File: src/rtl/rv32_pkg.sv
// Shared RV32I definitions: 5-bit major opcodes (instruction[6:2]) and the
// encoder FSM state type. Also used by the decoder/controller side.
package rv32_pkg;

  localparam logic [4:0] LOAD   = 5'b00000;
  localparam logic [4:0] OP_IMM = 5'b00100;
  localparam logic [4:0] AUIPC  = 5'b00101;
  localparam logic [4:0] STORE  = 5'b01000;
  localparam logic [4:0] OP     = 5'b01100;
  localparam logic [4:0] LUI    = 5'b01101;
  localparam logic [4:0] BRANCH = 5'b11000;
  localparam logic [4:0] JALR   = 5'b11001;
  localparam logic [4:0] JAL    = 5'b11011;

  // func3 values that select the shift-immediate layout inside OP_IMM
  localparam logic [2:0] F3_SLLI = 3'b001;
  localparam logic [2:0] F3_SRXI = 3'b101;

  typedef enum logic [1:0] {
    ST_IDLE  = 2'd0,
    ST_RUN   = 2'd1,
    ST_DRAIN = 2'd2,
    ST_DONE  = 2'd3
  } enc_state_t;

endpackage

File: src/rtl/sync_fifo.sv
// Small synchronous FIFO with a combinational head read so a word pushed
// into an empty FIFO is presented on the very next cycle. Push into a full
// FIFO and pop from an empty FIFO are ignored; push+pop together keep
// occupancy unchanged.
module sync_fifo #(
  parameter int WIDTH = 32,
  parameter int DEPTH = 4
) (
  input  logic             clk,
  input  logic             i_clr,
  input  logic             i_push,
  input  logic [WIDTH-1:0] i_din,
  input  logic             i_pop,
  output logic [WIDTH-1:0] o_dout,
  output logic             o_full,
  output logic             o_empty
);

  localparam int AW = $clog2(DEPTH);

  logic [WIDTH-1:0] r_mem [DEPTH];
  logic [AW-1:0]    r_wr_ptr;
  logic [AW-1:0]    r_rd_ptr;
  logic [AW:0]      r_count;
  logic             w_push;
  logic             w_pop;

  assign o_full  = (r_count == (AW+1)'(DEPTH));
  assign o_empty = (r_count == '0);
  assign w_push  = i_push && !o_full;
  assign w_pop   = i_pop && !o_empty;
  assign o_dout  = r_mem[r_rd_ptr];

  // Storage array; contents need no reset, the pointers define validity.
  always_ff @(posedge clk) begin
    if (w_push) begin
      r_mem[r_wr_ptr] <= i_din;
    end
  end

  // Pointer and occupancy bookkeeping with synchronous flush.
  always_ff @(posedge clk) begin
    if (i_clr) begin
      r_wr_ptr <= '0;
      r_rd_ptr <= '0;
      r_count  <= '0;
    end else begin
      if (w_push) r_wr_ptr <= r_wr_ptr + AW'(1);
      if (w_pop)  r_rd_ptr <= r_rd_ptr + AW'(1);
      case ({w_push, w_pop})
        2'b10:   r_count <= r_count + (AW+1)'(1);
        2'b01:   r_count <= r_count - (AW+1)'(1);
        default: r_count <= r_count;
      endcase
    end
  end

endmodule

File: src/rtl/instr_encoder.sv
// Packs decoded RV32I fields into 32-bit instruction words and streams them
// into instruction memory at consecutive word addresses through a FIFO.
// Illegal opcodes are consumed and counted but never written.
module instr_encoder
  import rv32_pkg::*;
#(
  parameter int FIFO_DEPTH = 4,
  parameter int ADDR_W     = 32
) (
  input  logic              clk,
  input  logic              rst,
  input  logic              start,
  input  logic [ADDR_W-1:0] base_addr,
  input  logic              in_valid,
  output logic              in_ready,
  input  logic              in_last,
  input  logic [4:0]        opcode_5bit,
  input  logic [2:0]        func3,
  input  logic              func7_1bit,
  input  logic [4:0]        rs1_index,
  input  logic [4:0]        rs2_index,
  input  logic [4:0]        rd_index,
  input  logic [31:0]       imm,
  output logic              im_we,
  input  logic              im_ready,
  output logic [ADDR_W-1:0] im_addr,
  output logic [31:0]       im_din,
  output logic              done,
  output logic [15:0]       word_cnt,
  output logic [7:0]        err_cnt
);

  enc_state_t        r_state;
  logic [ADDR_W-1:0] r_addr;
  logic [15:0]       r_word_cnt;
  logic [7:0]        r_err_cnt;

  logic [31:0] w_word;
  logic        w_legal;
  logic        w_accept;
  logic        w_write;
  logic        w_fifo_full;
  logic        w_fifo_empty;
  logic [31:0] w_fifo_head;
  logic        w_write_phase;

  // Combinational field packer; bits[1:0] are always 2'b11 for RV32I.
  always_comb begin
    w_legal = 1'b1;
    w_word  = '0;
    case (opcode_5bit)
      OP:
        w_word = {1'b0, func7_1bit, 5'b0, rs2_index, rs1_index, func3, rd_index, opcode_5bit, 2'b11};
      LOAD, JALR:
        w_word = {imm[11:0], rs1_index, func3, rd_index, opcode_5bit, 2'b11};
      OP_IMM:
        if (func3 == F3_SLLI || func3 == F3_SRXI)
          w_word = {1'b0, func7_1bit, 5'b0, imm[4:0], rs1_index, func3, rd_index, opcode_5bit, 2'b11};
        else
          w_word = {imm[11:0], rs1_index, func3, rd_index, opcode_5bit, 2'b11};
      STORE:
        w_word = {imm[11:5], rs2_index, rs1_index, func3, imm[4:0], opcode_5bit, 2'b11};
      BRANCH:
        w_word = {imm[12], imm[10:5], rs2_index, rs1_index, func3, imm[4:1], imm[11], opcode_5bit, 2'b11};
      LUI, AUIPC:
        w_word = {imm[31:12], rd_index, opcode_5bit, 2'b11};
      JAL:
        w_word = {imm[20], imm[10:1], imm[11], imm[19:12], rd_index, opcode_5bit, 2'b11};
      default:
        w_legal = 1'b0;
    endcase
  end

  // A full FIFO blocks acceptance even when a pop happens the same cycle.
  assign in_ready      = (r_state == ST_RUN) && !w_fifo_full;
  assign w_accept      = in_valid && in_ready;
  assign w_write_phase = (r_state == ST_RUN) || (r_state == ST_DRAIN);
  assign im_we         = w_write_phase && !w_fifo_empty;
  assign w_write       = im_we && im_ready;
  assign im_din        = im_we ? w_fifo_head : 32'h0;
  assign im_addr       = r_addr;
  assign done          = (r_state == ST_DONE);
  assign word_cnt      = r_word_cnt;
  assign err_cnt       = r_err_cnt;

  sync_fifo #(
    .WIDTH (32),
    .DEPTH (FIFO_DEPTH)
  ) u_fifo (
    .clk     (clk),
    .i_clr   (rst),
    .i_push  (w_accept && w_legal),
    .i_din   (w_word),
    .i_pop   (w_write),
    .o_dout  (w_fifo_head),
    .o_full  (w_fifo_full),
    .o_empty (w_fifo_empty)
  );

  // Program sequencing FSM plus the address pointer and saturating counters.
  always_ff @(posedge clk) begin
    if (rst) begin
      r_state    <= ST_IDLE;
      r_addr     <= '0;
      r_word_cnt <= '0;
      r_err_cnt  <= '0;
    end else begin
      case (r_state)
        ST_IDLE: begin
          if (start) begin
            r_state    <= ST_RUN;
            r_addr     <= base_addr;
            r_word_cnt <= '0;
            r_err_cnt  <= '0;
          end
        end
        ST_RUN:   if (w_accept && in_last) r_state <= ST_DRAIN;
        ST_DRAIN: if (w_fifo_empty) r_state <= ST_DONE;
        default:  r_state <= ST_IDLE;
      endcase
      // Writes only occur in RUN/DRAIN, so these never collide with the IDLE load.
      if (w_write) begin
        r_addr <= r_addr + ADDR_W'(4);
        if (r_word_cnt != 16'hFFFF) r_word_cnt <= r_word_cnt + 16'd1;
      end
      if (w_accept && !w_legal && r_err_cnt != 8'hFF) begin
        r_err_cnt <= r_err_cnt + 8'd1;
      end
    end
  end

endmodule

File: config.mk
export PLATFORM = sky130hd
export DESIGN_NAME = instr_encoder
export DESIGN_NICKNAME = d
export VERILOG_FILES = /design/src/rtl/rv32_pkg.sv /design/src/rtl/sync_fifo.sv /design/src/rtl/instr_encoder.sv
export SDC_FILE = /design/constraint.sdc
export NUM_CORES = 1
export LEC_CHECK = 0
export CAP_MARGIN = 20
export CORE_UTILIZATION = 35
export CTS_BUF_LIST = sky130_fd_sc_hd__clkbuf_4 sky130_fd_sc_hd__clkbuf_8
export DETAILED_ROUTE_END_ITERATION = 8
export PLACE_DENSITY = 0.63
export SLEW_MARGIN = 20
export SYNTH_ARGS = -nofsm -noshare
export SYNTH_HDL_FRONTEND = slang
export SYNTH_SLANG_ARGS = --single-unit
File: constraint.sdc
create_clock -name clk -period 7.8 [get_ports clk]
set_input_delay 1.95 -clock clk [delete_from_list [all_inputs] [get_ports clk]]
set_output_delay 1.95 -clock clk [all_outputs]
set_load 0.005 [all_outputs]
### Word-level counts from Yosys, hierarchy flattened

Memories as Yosys holds them, arrays and structs flattened. A register that Yosys moved wholly into a read port is not among the register bits.
Index checks and enable logic that the tools add are counted.

| word-level totals | value |
|---|---|
| bits in registers | 65 |
| latch bits | 0 |
| memory bits (writable) | 128 |
| ROM bits | 0 |
| logic and storage cells | 88 |
| memories kept | 1 |

| operators by class | value |
|---|---|
| add/sub/neg operators | 7 |
| multiply operators | 0 |
| div/mod/pow operators | 0 |
| $lt $le $gt $ge | 0 |
| eq/ne operators | 21 |
| shift operators | 0 |
| muxes and demuxes | 23 |
| bitwise operators | 0 |
| reductions and logical operators | 29 |

Memories:

| name | depth | width | rd ports | clocked after memory_dff | wr ports | line | text |
|---|---|---|---|---|---|---|---|
| u_fifo.r_mem | 4 | 32 | 1 | 1 | 1 | sync_fifo.sv:21 | `logic [WIDTH-1:0] r_mem [DEPTH];` |

Operators by type and width:

| kind | number |
|---|---|
| case mux 32 bit (7 select lines) | 1 |
| 2-to-1 mux 32 bit | 5 |
| 2-to-1 mux 16 bit | 4 |
| adder 32 x 3 -> 32 bit, second input constant | 1 |
| 2-to-1 mux 8 bit | 3 |
| adder 16 x 1 -> 16 bit, second input constant | 1 |
| != test 16 bit, second input constant | 1 |
| equality test 5 x 4 -> 1 bit, second input constant | 3 |
| equality test 5 bit, second input constant | 3 |
| equality test 5 x 3 -> 1 bit, second input constant | 2 |
| logical AND 1 bit | 10 |
| 2-to-1 mux 2 bit | 5 |
| nonzero test 2 bit | 5 |
| OR reduction 9 bit | 1 |
| adder 8 x 1 -> 8 bit, second input constant | 1 |
| != test 8 bit, second input constant | 1 |
| equality test 2 bit, second input constant | 3 |
| equality test 3 bit, second input constant | 2 |
| case mux 2 bit (3 select lines) | 1 |
| case mux 3 bit (2 select lines) | 1 |
| zero test 5 bit | 1 |
| adder 2 x 1 -> 2 bit, second input constant | 2 |
| equality test 2 x 1 -> 1 bit, second input constant | 2 |
| != test 2 x 1 -> 1 bit, second input constant | 2 |
| other kinds (12) | 19 |

### Logic depth before layout (Yosys ltp)

| depth | value |
|---|---|
| word-level depth | 8 |
| mapped depth | 12 |
| depth with buffers taken out | 11 |

### Cells and area by module

A second synthesis with hierarchy kept.

| second synthesis, totals | value |
|---|---|
| cells, all modules | 756 |
| area, all modules | 9,212.6 um^2 |

Modules (own cells, without submodules):

| module | instances | cells an instance | area each (um^2) | seq. area each (um^2) |
|---|---|---|---|---|
| sync_fifo | 1 | 221 | 5,143.7 | 4,023.9 |
| instr_encoder | 1 | 535 | 4,068.9 | 1,161.1 |

### Worst setup path after synthesis

OpenSTA, ideal clock, no wires.

| timing | value |
|---|---|
| path kind | in2reg |
| start | in im_ready |
| end | reg u_fifo.r_count[2] |
| library setup time | 0.070 ns |
| arrival | 4.063 ns |
| data required time | 7.730 ns |
| path slack | 3.667 ns |
| cell stages on the path | 10 |
| path buffers | 2 |
| cell sequence | o311ai_1 -> inv_1 -> clkbuf_1 -> buf_1 -> ha_1 -> inv_1 -> fa_1 -> xor2_1 -> or3_1 -> a21oi_1 |

| between the ends | value |
|---|---|
| word-level cells in the longest chain between the ends | 4 |

Ends and longest elaborated chain:

| what | line | text |
|---|---|---|
| from (decl) | instr_encoder.sv:25 | `input logic im_ready,` |
| logical AND 1 bit (*) | instr_encoder.sv:79 | `assign w_write = im_we && im_ready;` |
| logical AND 1 bit (*) | sync_fifo.sv:31 | `assign w_pop = i_pop && !o_empty;` |
| named net u_fifo.w_pop | sync_fifo.sv:26 | `logic w_pop;` |
| equality test 2 x 1 -> 1 bit / equality test 2 bit (equally long branches) | sync_fifo.sv:50 | `case ({w_push, w_pop})` |
| case mux 3 bit (2 select lines) / nonzero test 2 bit (equally long branches) | -- |  |
| to (signal assigned) | sync_fifo.sv:51 | `2'b10: r_count <= r_count + (AW+1)'(1);` |
| to (signal assigned) | sync_fifo.sv:52 | `2'b01: r_count <= r_count - (AW+1)'(1);` |
| to (signal assigned) | sync_fifo.sv:53 | `default: r_count <= r_count;` |
| to (decl) | sync_fifo.sv:24 | `logic [AW:0] r_count;` |

Mark *: on every way through the listed nets, which the timed path passes. The rest lies on a longest branch.
A chain may end at the register's enable or synchronous reset.

### Worst setup path after layout

| timing | value |
|---|---|
| start | reg r_state[0] |
| end | out im_din[30] |

| between the ends | value |
|---|---|
| word-level cells in the longest chain between the ends | 4 |

Ends and longest elaborated chain:

| what | line | text |
|---|---|---|
| from (decl) | instr_encoder.sv:33 | `enc_state_t r_state;` |
| from (signal assigned) | instr_encoder.sv:103 | `r_state <= ST_IDLE;` |
| from (signal assigned) | instr_encoder.sv:111 | `r_state <= ST_RUN;` |
| from (signal assigned) | instr_encoder.sv:117 | `ST_RUN: if (w_accept && in_last) r_state <= ST_DRAIN;` |
| equality test 2 x 1 -> 1 bit / equality test 2 bit (equally long branches) | instr_encoder.sv:77 | `assign w_write_phase = (r_state == ST_RUN) \|\| (r_state == ST_DRAIN);` |
| logical OR 1 bit (*) | instr_encoder.sv:77 |  |
| logical AND 1 bit (*) | instr_encoder.sv:78 | `assign im_we = w_write_phase && !w_fifo_empty;` |
| 2-to-1 mux 32 bit (*) | instr_encoder.sv:80 | `assign im_din = im_we ? w_fifo_head : 32'h0;` |
| to (decl) | instr_encoder.sv:27 | `output logic [31:0] im_din,` |

Every way passes the cells marked *; elsewhere a longest branch is shown, timed or not.

==> out/results.ini <==
[synthesis]
yosysWarningCount=0
synth_seq_area_share_pct=56.07
area_of_the_mapped_netlist_mm2=0.009032
asyncSetResetFlopFracSynth_pct=0
yosys_register_bits=191
synth.net_count=860
synth-edff-count=124
postSynth.topFlopCell=sky130_fd_sc_hd__edfxtp_1
syn-instance-count=753
syn-mean-instance-area_um2=12.00
yosys_cell_types=67

[worst_setup_path]
crit_path_end_kind=output port
critical-path-max-stage-delay_ns=0.52
worstPathRequired_ns=5.85
worst_path_dominant_cell_family=buffers and inverters
timing.critical_path.from=r_state[0]
worst-path-buf-inv=3
timing.rr.start=r_state[0]
setup.worst_path.class=flip-flop to output port
timing.critical_path.slowest_stage_cell=sky130_fd_sc_hd__clkdlybuf4s50_1
worstPathArrival_ns=2.60
timing.critical_path.from_type=flip-flop
critical_path.cell_chain=inv_1, ha_1, buf_4, and3_1, clkdlybuf4s50_1
cp_max_fo=26

[cts]
cts_tree=done
cts-buffers-inserted=17
postCtsHoldBufs=0
postCtsResizedCells=0
clock_sinks=191
h_tree_level_count=4
insertion_delay_ns=0.48
ctsRootBufferMaster=sky130_fd_sc_hd__clkbuf_8
cts_setup_buffers=0
cts_buffer_depth=2
cts.reportedPaths.clkPinSlew_ns=0.11

[pwr]
vdd.ir_drop.worst_mv=0.08962
leakagePower_nw=3.952
powerDensity_mw_per_mm2=205.8

[global_route]
largest_net_degree_at_the_start_of_global_routing=45
overflow=0
vias_in_the_first_global_route=6654
grt_antenna_before_repair=0
grt_first_pass_wirelength_um=36270
grtUsageTotal_pct=17.89

[run_status]
status=complete, no violations

[cells_and_area]
most_common_cell_after_layout_fill_and_taps_aside=sky130_fd_sc_hd__clkdlybuf4s50_1
multi_input_gate_area_mm2=0.003697
ff_latch_area_mm2=0.005066
diodes=0
final_nets=1034
layout_common_cells=183 x sky130_fd_sc_hd__clkdlybuf4s50_1, 124 x sky130_fd_sc_hd__edfxtp_1, 66 x sky130_fd_sc_hd__dfxtp_1, 60 x sky130_fd_sc_hd__nand2_1, 52 x sky130_fd_sc_hd__and3_1
area_growth_syn_to_layout_pct=28.79
post-route-cell-area_mm2=0.01163
number_of_fill_cells=2339
finalCoreUtilization_pct=46.06
layout-drive-gt1-share_pct=10.96

[sta]
tightestPinTransition_ns=1.040
setup-tns-final_ns=0
clock_skew_ns=0.02252
final-hold-violation-count=0
hold-worst-slack_ns=0.5168
maxSlewViolCount=0
layout_worst_path_cycle_share_pct=58.29
min_period_ns=4.547
slew-limit-headroom_pct=29.74
report.final.setup_viol=0
grt_setup_unrepaired=false
max_freq_mhz=219.9

[drt]
route.final.wire_length_um=23120
via_count_of_the_routed_design=6834
detail_route.drc_violations=0
post_detailed_route_count_of_antenna_violating_nets=0
dr.pass1.iters=5
routed_length_per_instance_um=18.21
drtIter0Drc=538
vias_per_cell=5.381

[floorplan]
floorplan.die_area_mm2=0.02645
start_util_pct=35.77
fp-row-count=58
io_pins=185
floorplan_die_height_um=162.6
die_width_um=162.6
core_area_mm2=0.02525

[run]
max-cap-violations=0

[placed_design]
dpl-instance-area_mm2=0.01122
detailedPlacementHpwl_um=15760
io_buffer_count=184
routabilityCongestion=0.8366

[min_path]
hold_class=flip-flop to flip-flop
min-delay-start=err_cnt[7]

worst paths after layout:
kind | end | slack, ns | cells after the start
worst max-delay path | im_din[30] | 3.25 | 5
worst min-delay path | err_cnt[7] | 0.52 | 1
worst max register to register | word_cnt[7] | 4.09 | 9
worst min register to register | err_cnt[7] | 0.52 | 1
area by class of cell:
| class | count | share of cell area (%) |
|---|---|---|
| clock buffer | 17 | 2.011 |
| clock inverter | 15 | 1.570 |
| inverter | 28 | 0.9035 |
| multi-input combinational | 492 | 31.78 |
| sequential | 191 | 43.55 |
| tap | 330 | 3.550 |
| timing repair buffer | 197 | 16.63 |
flip-flops by register name, indices dropped and copies added, names as in the netlist, named ones only:
signal / flops
u_fifo.r_wr_ptr: 2
u_fifo.r_mem: 124
u_fifo.r_count: 3
err_cnt: 8
r_state: 2
im_addr: 32
word_cnt: 16
u_fifo.r_rd_ptr: 2
per-layer routing:
metal  vias up  track usage [%]  routed length (um)
met5         -                0                   0
met2       185            30.11               11530
met3        29            3.132                 951
met1      3374            23.31               10140
met4         0            5.905                 499
li1       3246                -                   -
kinds of logic (layout without fill, tap and decap cells):
logic type	Yosys count	count (layout)	synth area share (%)
mux	45	45	9.309
xor+xnor	23	23	2.230
buf+inv	70	257	3.186
fa+ha+maj	13	13	1.884
simple gates	258	258	15.38
flops	191	191	56.07
compound gates	153	153	11.94
cell usage after synthesis, types with 12 or more instances:
library cell               instances  area, um^2
sky130_fd_sc_hd__and3_1           52       325.3
sky130_fd_sc_hd__nand3_1          34       170.2
sky130_fd_sc_hd__o21ai_0          27       135.1
sky130_fd_sc_hd__a21oi_1          38       190.2
sky130_fd_sc_hd__a22o_1           23       201.4
sky130_fd_sc_hd__xnor2_1          15       131.4
sky130_fd_sc_hd__clkbuf_1         25       93.84
sky130_fd_sc_hd__nand2_1          60       225.2
sky130_fd_sc_hd__mux2i_1          12       120.1
sky130_fd_sc_hd__dfxtp_1          67        1341
sky130_fd_sc_hd__inv_1            28       105.1
sky130_fd_sc_hd__mux4_2           31       698.2
sky130_fd_sc_hd__ha_1             12       150.1
sky130_fd_sc_hd__nor2_1           45       168.9
sky130_fd_sc_hd__nor3_1           15       75.07
sky130_fd_sc_hd__edfxtp_1        124        3724
report_power, final:
group	switching (mW)	total, mW	internal [mW]
Combinational	0.279	0.530	0.252
Clock	0.416	0.666	0.250
Sequential	0.0667	1.20	1.13
metrics by stage:
stage,std cells,worst slack (ns),power [mW]
6_report,1270,3.253,2.394
2_1_floorplan,753,3.667,1.491
3_3_place_gp,1238,2.811,1.751
4_1_cts,1270,3.172,2.421
3_5_place_dp,1238,2.761,1.755
5_1_grt,1270,3.090,2.517
No activity file was read; power rests on OpenSTA's default activity.
